**config.mk**
```make
export PLATFORM = sky130hd
export DESIGN_NAME = pipe_stage_reg
export DESIGN_NICKNAME = d
export VERILOG_FILES = /design/src/rtl/pipe_stage_reg.sv
export SDC_FILE = /design/constraint.sdc
export NUM_CORES = 1
export LEC_CHECK = 0
export CAP_MARGIN = 25
export CORE_MARGIN = 8
export CORE_UTILIZATION = 40
export CTS_CLUSTER_SIZE = 14
export DETAILED_ROUTE_END_ITERATION = 6
export PLACE_DENSITY_LB_ADDON = 0.15
export SYNTH_ARGS = -nofsm -noshare
export SYNTH_HDL_FRONTEND = slang
export SYNTH_SLANG_ARGS = --single-unit
```
**constraint.sdc**
```tcl
create_clock -name CLK -period 5.4 [get_ports CLK]
set_input_delay 0.54 -clock CLK [delete_from_list [all_inputs] [get_ports CLK]]
set_output_delay 0.54 -clock CLK [all_outputs]
set_load 0.05 [all_outputs]
```
**src/rtl/pipe_stage_reg.sv**
```systemverilog
`default_nettype none
// ============================================================================
// Module   : pipe_stage_reg
// Brief    : Inter-stage pipeline register with valid, flush, bubble/hold
//            statistics and a sticky stall-timeout flag.
// Revision : 1.0 - initial release
// ============================================================================
module pipe_stage_reg #(
    parameter int                DATA_W   = 128,
    parameter logic [DATA_W-1:0] NOP_DATA = '0,
    parameter int                CNT_W    = 16,
    parameter int                TIMEOUT  = 1024
) (
    input  logic              CLK,
    input  logic              RST,
    input  logic [1:0]        STALL,
    input  logic              FLUSH,
    input  logic              IN_VALID,
    input  logic [DATA_W-1:0] IN_DATA,
    output logic              OUT_VALID,
    output logic [DATA_W-1:0] OUT_DATA,
    output logic [CNT_W-1:0]  BUBBLE_CNT,
    output logic [CNT_W-1:0]  HOLD_CNT,
    output logic              STALL_TIMEOUT
);

    localparam logic [CNT_W-1:0] c_timeout = CNT_W'(TIMEOUT);
    localparam logic [CNT_W-1:0] c_one     = CNT_W'(1);

    logic              r_valid;
    logic [DATA_W-1:0] r_data;
    logic [CNT_W-1:0]  r_bubble_cnt;
    logic [CNT_W-1:0]  r_hold_cnt;
    logic              r_timeout;

    logic              w_valid_nxt;
    logic [DATA_W-1:0] w_data_nxt;
    logic [CNT_W-1:0]  w_bubble_nxt;
    logic [CNT_W-1:0]  w_hold_nxt;
    logic              w_timeout_nxt;
    logic [CNT_W-1:0]  w_bubble_inc;
    logic [CNT_W-1:0]  w_hold_inc;

    assign w_bubble_inc = (&r_bubble_cnt) ? r_bubble_cnt : r_bubble_cnt + c_one;
    assign w_hold_inc   = (&r_hold_cnt)   ? r_hold_cnt   : r_hold_cnt + c_one;

    // Flush beats every stall combination; STALL=2'b10 falls into the load case.
    always_comb begin
        w_valid_nxt   = r_valid;
        w_data_nxt    = r_data;
        w_bubble_nxt  = r_bubble_cnt;
        w_hold_nxt    = r_hold_cnt;
        w_timeout_nxt = r_timeout;
        if (FLUSH) begin
            w_valid_nxt = 1'b0;
            w_data_nxt  = NOP_DATA;
            w_hold_nxt  = '0;
        end else if (!STALL[0]) begin
            w_valid_nxt = IN_VALID;
            w_data_nxt  = IN_DATA;
            w_hold_nxt  = '0;
        end else if (!STALL[1]) begin
            w_valid_nxt  = 1'b0;
            w_data_nxt   = NOP_DATA;
            w_hold_nxt   = '0;
            w_bubble_nxt = w_bubble_inc;
        end else begin
            w_hold_nxt = w_hold_inc;
            if (w_hold_inc == c_timeout) begin
                w_timeout_nxt = 1'b1;
            end
        end
    end

    always_ff @(posedge CLK) begin
        if (!RST) begin
            r_valid      <= 1'b0;
            r_data       <= NOP_DATA;
            r_bubble_cnt <= '0;
            r_hold_cnt   <= '0;
            r_timeout    <= 1'b0;
        end else begin
            r_valid      <= w_valid_nxt;
            r_data       <= w_data_nxt;
            r_bubble_cnt <= w_bubble_nxt;
            r_hold_cnt   <= w_hold_nxt;
            r_timeout    <= w_timeout_nxt;
        end
    end

    assign OUT_VALID     = r_valid;
    assign OUT_DATA      = r_data;
    assign BUBBLE_CNT    = r_bubble_cnt;
    assign HOLD_CNT      = r_hold_cnt;
    assign STALL_TIMEOUT = r_timeout;

endmodule
`default_nettype wire

```
# Word level (Yosys, flattened, before mapping)
# Cells that the tools add are included.
[classes]
addsub = 2
eq_ne = 2
mux = 5
bitwise_logic = 5
n_reduce_logical = 6
[ops]
columns = ["operator", "n"]
rows = [
  ["128-bit 2-to-1 mux", 2],
  ["16-bit by 1-bit adder with 16-bit output, second input constant", 2],
  ["16-bit AND reduction", 2],
  ["16-bit by 11-bit equality test with 1-bit output, second input constant", 1],
  ["16-bit 2-to-1 mux", 1],
  ["4-bit AND reduction", 2],
  ["1-bit inverter", 5],
  ["4-bit OR reduction", 1],
  ["1-bit 2-to-1 mux", 2],
  ["2-bit != test, second input constant", 1],
  ["2-bit OR reduction", 1],
]
[totals]
regBits = 162
out_inout_bits = 162

# Longest topological paths before layout
# Gate-level depths: netlist (run 1).
[depth]
word_depth = 4
mapped_depth = 8

# Worst setup path after synthesis (run 1)
# No wires, ideal clock.
[synth_timing]
path_type = "register to register"
from = "reg r_hold_cnt[0], in the netlist HOLD_CNT[0]"
to = "reg r_timeout, in the netlist STALL_TIMEOUT"
arrival_time_ns = 2.728
t_required_ns = 5.316
setup_slack_ns = 2.587
path_stages_with_launch = 9
path_buffers = 1
period_less_slack_ns = 2.813
path_cell_list = "dfxtp_1 > ha_1 > nand4_4 > or4_4 > buf_6 > nand4_4 > mux2_4 > o22a_1 > o31ai_2"
[synth_between]
elab_chain_cells = 4
elab_cells_between_ends = 5
[synth_rtl]
columns = ["item", "line", "rtl"]
rows = [
  ["start: declaration", "33", "logic [CNT_W-1:0] r_hold_cnt;"],
  ["start signal: assignment", "86", "r_hold_cnt <= w_hold_nxt;"],
  ["16-bit by 1-bit adder with 16-bit output or 16-bit AND reduction (tied branches)", "45", "assign w_hold_inc = (&r_hold_cnt) ? r_hold_cnt : r_hold_cnt + c_one;"],
  ["16-bit 2-to-1 mux *", "45", ""],
  ["16-bit by 11-bit equality test with 1-bit output *", "69", "if (w_hold_inc == c_timeout) begin"],
  ["4-bit AND reduction (no line) *", "-", ""],
  ["end signal: assignment", "87", "r_timeout <= w_timeout_nxt;"],
  ["end: declaration", "34", "logic r_timeout;"],
]
# Mark *: on every way between the ends. The rest lies on a longest branch, timed or not.
# A chain may end at the register's enable or synchronous reset.

==> results of run 1 <==
[worst max-delay path: stages]
cell	delay, ns
clkdlybuf4s50_1	0.80
nor2b_1	0.28
nand3_1	0.51
nor4b_1	0.49
o2111a_1	0.24
nand4_1	0.14
o31ai_2	0.19
[area by class of cell]
| cell class | instances | area (um^2) |
|---|---|---|
| Fill cell | 1040 | 4498 |
| Tap cell | 180 | 225.2 |
| Timing Repair Buffer | 298 | 2988 |
| Sequential cell | 162 | 3243 |
| Multi-Input combinational cell | 297 | 2238 |
| Clock buffer | 19 | 452.9 |
| Clock inverter | 13 | 181.4 |
[logic make-up (layout without fill, tap and decap cells)]
logic type | after synthesis | count (layout)
and+or+nand+nor | 117 | 117
xor gates and xnor gates | 24 | 24
DFF | 162 | 162
AOI/OAI and AO/OA | 148 | 148
adders and majority gates | 2 | 2
buffers and inverters | 37 | 330
muxes | 6 | 6
[worst max path at each step]
stage / depth (start not counted) / to / slack (ns)
after global placement: 7 / STALL_TIMEOUT / 2.18
after CTS: 7 / STALL_TIMEOUT / 2.54
after global routing: 7 / STALL_TIMEOUT / 2.30
after detailed placement: 7 / STALL_TIMEOUT / 2.10
after floorplan: 8 / STALL_TIMEOUT / 2.59
final: 7 / STALL_TIMEOUT / 2.53
[power breakdown]
group	internal [mW]	switching, mW
registers	1.22	0.0165
logic	0.153	0.165
clock network	0.799	0.478
[per-stage QoR]
| stage | instances | power, mW | utilization, % | setup WS, ns | cell area (um^2) |
|---|---|---|---|---|---|
| 6_report | 969 | 2.836 | 67.47 | 2.530 | 9329 |
| 3_5_place_dp | 937 | 1.587 | 62.88 | 2.100 | 8695 |
| 2_1_floorplan | 496 | 1.412 | - | 2.587 | 5648 |
| 5_1_grt | 969 | 2.938 | 67.47 | 2.301 | 9329 |
| 3_3_place_gp | 937 | 1.583 | 62.88 | 2.183 | 8695 |
| 4_1_cts | 969 | 2.867 | 67.47 | 2.537 | 9329 |
[synth_stat cells (all sizes together)]
master | count | area share, %
a21oi | 2 | 0.18
o2111a | 1 | 0.20
nor3b | 1 | 0.13
nor4b | 1 | 0.16
o2111ai | 1 | 0.16
a22o | 129 | 20
and4 | 2 | 0.33
buf | 8 | 0.86
or3b | 1 | 0.16
nor2 | 21 | 1.4
nand4 | 12 | 2.0
mux2i | 5 | 0.89
xnor2 | 12 | 1.9
and3 | 9 | 1.0
xor2 | 12 | 1.9
a31o | 1 | 0.16
or2b | 1 | 0.13
nor3 | 11 | 0.97
o311ai | 1 | 0.16
nor2b | 2 | 0.22
o21ai | 6 | 0.53
nand3 | 20 | 1.8
o31ai | 2 | 0.44
or3 | 1 | 0.11
o22a | 1 | 0.16
ha | 2 | 0.44
and2 | 13 | 1.4
mux2 | 1 | 0.27
nor4 | 2 | 0.22
o22ai | 1 | 0.11
or4 | 1 | 0.20
a21boi | 2 | 0.27
nand2b | 2 | 0.22
nand2 | 17 | 1.1
clkbuf | 29 | 2.3
dfxtp | 162 | 57
o31a | 1 | 0.16
[state kept, by name (all words and copies together), names as in the netlist]
| register | cells |
|---|---|
| OUT_DATA | 128 |
| BUBBLE_CNT | 16 |
| HOLD_CNT | 16 |
| OUT_VALID | 1 |
| STALL_TIMEOUT | 1 |
[layer usage]
layer  up-vias  global-route usage, %  part of all wire, %
li1       2420                      -                    -
met1      2351                  23.21                   40
met4         0                  6.862                  1.7
met2       202                  34.64                   50
met3        17                  7.578                  9.1
met5         -                      0                    0
==> out/results.ini, run 1 <==
[final_layout]
nets=912
n_antenna_cell=0
final_common_cell=clkdlybuf4s50_1
area_growth_pct=65.18
layout_common_cells=clkdlybuf4s50_1 (295), dfxtp_1 (162), a22o_1 (129)
drive_gt1_share_pct=6.084

[worst_hold_path]
hold_class=flip-flop to flip-flop
hold_depth=1
min_from=OUT_DATA[41]
holdPathEnd=OUT_DATA[41]

[sta]
min_period_ns=2.870
rsz0062_at_grt=false
slew_violations=0
timing.setup.tns_ns=0
finalHoldViolCount=0
finalCritPeriodShare_pct=53.14
tightest_slew_ns=0.9304
fin_skew_ns=0.008217
setup_violations=0
relSlewSlack_pct=37.84
whs_ns=0.4772
max_freq_ghz=0.3485

[placed_design]
finalWeightedCongestion=0.8483
hpwl_mm=14.32
numPortBuffers=295

[yosys]
syn-mean-instance-area_um2=11.39
synth_mux_area_share_pct=1.152
synth.yosys.seq_area_share_pct=57.42
synth_xor_area_share_pct=3.722
synth_area_um2=5648
yosys_warnings=0
syn-num-nets=632
synthAdderAreaFrac_pct=0.4431
synth_top_family_by_area=compound AO/OA/AOI/OAI gates
ys_seq_elements=162
netlist_instances=496
synth_cell_types=45
synth_compound_area_share_pct=22.51
synth_simple_gate_area_share_pct=11.59

[power]
leakage_nw=3.538
ir_drop_mv=0.2086
power_density_nw_per_um2=304.0

[route]
first_pass_iters=4
drc=0
vias=4990
wl_per_cell_um=19.60
drt-total-wl_mm=19.00
via_per_inst=5.150
antenna_left=0
drtIter0Drc=264

[setup_path]
r2r_end=STALL_TIMEOUT
ff2ff_path_depth=7
crit_arrival_ns=3.20
critPathLaunchType=primary input
criticalPathCategory=primary input to flip-flop
r2r_slack_ns=2.81
critPathMaxFanout=19
crit_start=RST
crit_required_ns=5.73
end_kind=flip-flop
rr_startpoint=HOLD_CNT[0]

[clock_network]
clockBufferDepth=2
cts_tree=built
cts_hold_buffers=0
cts_root_buffer=clkbuf_16
h-tree-depth=4
postCtsSetupRepairBufs=0
ctsResizeCount=0
clk-insertion-delay-late_ns=0.42
cts-buffers-inserted=17
cts.sinks=162
clk_pin_slew_ns=0.06

[die]
core-area_um2=13830
io_pins=296
die-width_um=134.8
die-area_um2=18180
placementRows=43
die-height_um=134.8
start_util_pct=40.85

[global_route]
antenna_found_initial=0
grt_first_pass_wirelength_mm=29.20
overflow=0
grt_pass1_vias=5125
grt_max_degree=93
grt_use_total_pct=20.45

[outcome]
status=complete, no violations

[run]
maxCapViolations=0

Note: power is estimated with default switching activity, not from simulation.
==> run 2, diff against run 1 <==
--- a/config.mk
+++ b/config.mk
@@ -7,7 +7,7 @@
 export LEC_CHECK = 0
 export CAP_MARGIN = 25
 export CORE_MARGIN = 8
-export CORE_UTILIZATION = 40
+export CORE_UTILIZATION = 39
 export CTS_CLUSTER_SIZE = 14
 export DETAILED_ROUTE_END_ITERATION = 6
 export PLACE_DENSITY_LB_ADDON = 0.15
==> constraint.sdc (replaced) <==
create_clock -name CLK -period 2.66 [get_ports CLK]
set_input_delay 0.266 -clock CLK [delete_from_list [all_inputs] [get_ports CLK]]
set_output_delay 0.266 -clock CLK [all_outputs]
set_load 0.05 [all_outputs]
==> out/results.ini, run 2 (synthesis gave the netlist of run 1 again) <==
[outcome]
status=complete, no violations

[setup_path]
end_kind=flip-flop
crit_required_ns=2.99  ; -2.74 ns
critPathLaunchType=flip-flop
criticalPathCategory=flip-flop to flip-flop
critPathMaxFanout=8  ; -11
crit_arrival_ns=2.82  ; -0.38 ns

[run]
maxCapViolations=0  ; unchanged

[power]
ir_drop_mv=0.4556  ; +120%
leakage_nw=3.572  ; +0.95%
power_density_nw_per_um2=606.4  ; +99%

[global_route]
grt_max_degree=69  ; -26%
grt_first_pass_wirelength_mm=28.49  ; -2.4%
antenna_found_initial=0  ; unchanged
grt_pass1_vias=5011  ; -2.2%
grt_use_total_pct=19.78  ; -0.68 points
overflow=0  ; unchanged

[sta]
setup_violations=0  ; unchanged
min_period_ns=2.496
tightest_slew_ns=0.6567  ; -0.2737 ns
slew_violations=0  ; unchanged
max_freq_ghz=0.4007
relSlewSlack_pct=56.22  ; +18 points
finalHoldViolCount=0  ; unchanged
rsz0062_at_grt=false
setup_slack_ns=0.1642  ; -2.366 ns
fin_skew_ns=0.01054  ; +0.002321 ns
finalCritPeriodShare_pct=93.83
timing.setup.tns_ns=0  ; unchanged

[route]
antenna_left=0  ; unchanged
vias=5019  ; +0.58%
first_pass_iters=4  ; unchanged
drc=0  ; unchanged
via_per_inst=5.116  ; -0.65%
drt-total-wl_mm=19.22  ; +1.2%
drtIter0Drc=222  ; -16%
wl_per_cell_um=19.59  ; about the same

[clock_network]
ctsResizeCount=0  ; unchanged
cts.sinks=162  ; unchanged
postCtsSetupRepairBufs=0  ; unchanged
cts_root_buffer=clkbuf_16
h-tree-depth=4  ; unchanged
cts-buffers-inserted=17  ; unchanged
clockBufferDepth=2  ; unchanged
clk-insertion-delay-late_ns=0.41  ; about the same
cts_hold_buffers=0  ; unchanged
cts_tree=built
clk_pin_slew_ns=0.06  ; about the same

[final_layout]
drive_gt1_share_pct=7.026  ; +0.94 points
layout_common_cells=clkdlybuf4s50_1 (295), dfxtp_1 (160), a22o_1 (129)
n_antenna_cell=0  ; unchanged
final_common_cell=clkdlybuf4s50_1
n_fill_cell=1115  ; +7.2%
nets=920  ; +0.88%
stdcell_count=981  ; +1.2%
area_growth_pct=66.24
multi_input_area_um2=2238  ; unchanged
regArea_um2=3246  ; about the same
largest_reg_flops=128  ; unchanged

[die]
die-height_um=136.3  ; +1.1%
die-width_um=136.3  ; +1.1%
start_util_pct=39.31  ; -1.5 points
core-area_um2=14370  ; +3.9%
die-area_um2=18590  ; +2.3%
io_pins=296  ; unchanged
placementRows=44  ; +2.3%

[placed_design]
pre_cts_ws_ns=0.1961  ; -1.904 ns
placed_cells=949  ; +1.3%
numPortBuffers=295  ; unchanged
finalWeightedCongestion=0.8874  ; +4.6%
hpwl_mm=14.27  ; -0.39%

[worst_hold_path]
hold_class=primary input to flip-flop

==> run 2: critical path: stages, from the launching register on <==
cell and delay [ns]:
dfxtp_2 0.37, ha_1 0.33, nand4_4 0.18, or4_4 0.66, nand4_4 0.15, mux2_4 0.30, o22a_1 0.21, o31ai_2 0.22
==> run 2: final timing paths <==
| kind | slack (ns) | cells after the start | startpoint | to |
|---|---|---|---|---|
| setup / recovery | 0.16 | 7 | HOLD_CNT[0] | STALL_TIMEOUT |
| hold / removal | 0.44 | 2 | IN_DATA[5] | OUT_DATA[5] |
| setup reg to reg | 0.16 | 7 | HOLD_CNT[0] | STALL_TIMEOUT |
| hold reg to reg | 0.47 | 2 | STALL_TIMEOUT | STALL_TIMEOUT |
==> run 2: cell type report <==
class,instances,share of cell area [%]
flip-flops and latches,162,34.57
well taps,184,2.452
multi-input cells,297,23.84
clock buffers,21,4.904
repair buffers,306,32.60
clock inverters,11,1.639
==> run 2: per-layer routing <==
metal	share of wire [%]	wire, um	GRT usage (%)
met5	0	0	0
met4	1.0	200	5.552
met3	11	2020	9.350
met2	51	9712	33.97
met1	38	7284	21.30
==> run 2: power by group <==
part	total, mW	internal (mW)	switching [mW]	leakage, nW
logic	0.650	0.315	0.336	1.96
clock network	2.52	1.54	0.987	0.299
registers	2.52	2.49	0.0329	1.32
==> run 2: metrics by stage <==
stage	util (%)	power (mW)	hold WS, ns	area [um^2]
finish	65.34	5.694	0.4409	9389
global route	65.34	5.881	0.4281	9389
CTS	65.34	5.747	0.4216	9389
detailed placement	61.07	3.224	0.4591	8775
global placement	61.07	3.217	0.4594	8775
floorplan	-	2.867	0.3877	5650
==> run 3, diff against run 2 <==
--- a/config.mk
+++ b/config.mk
@@ -11,6 +11,7 @@
 export CTS_CLUSTER_SIZE = 14
 export DETAILED_ROUTE_END_ITERATION = 6
 export PLACE_DENSITY_LB_ADDON = 0.15
+export SKIP_LAST_GASP = 1
 export SYNTH_ARGS = -nofsm -noshare
 export SYNTH_HDL_FRONTEND = slang
 export SYNTH_SLANG_ARGS = --single-unit
==> results of run 3 <==
The final DEF is identical to that of run 2; final timing and power are the same.
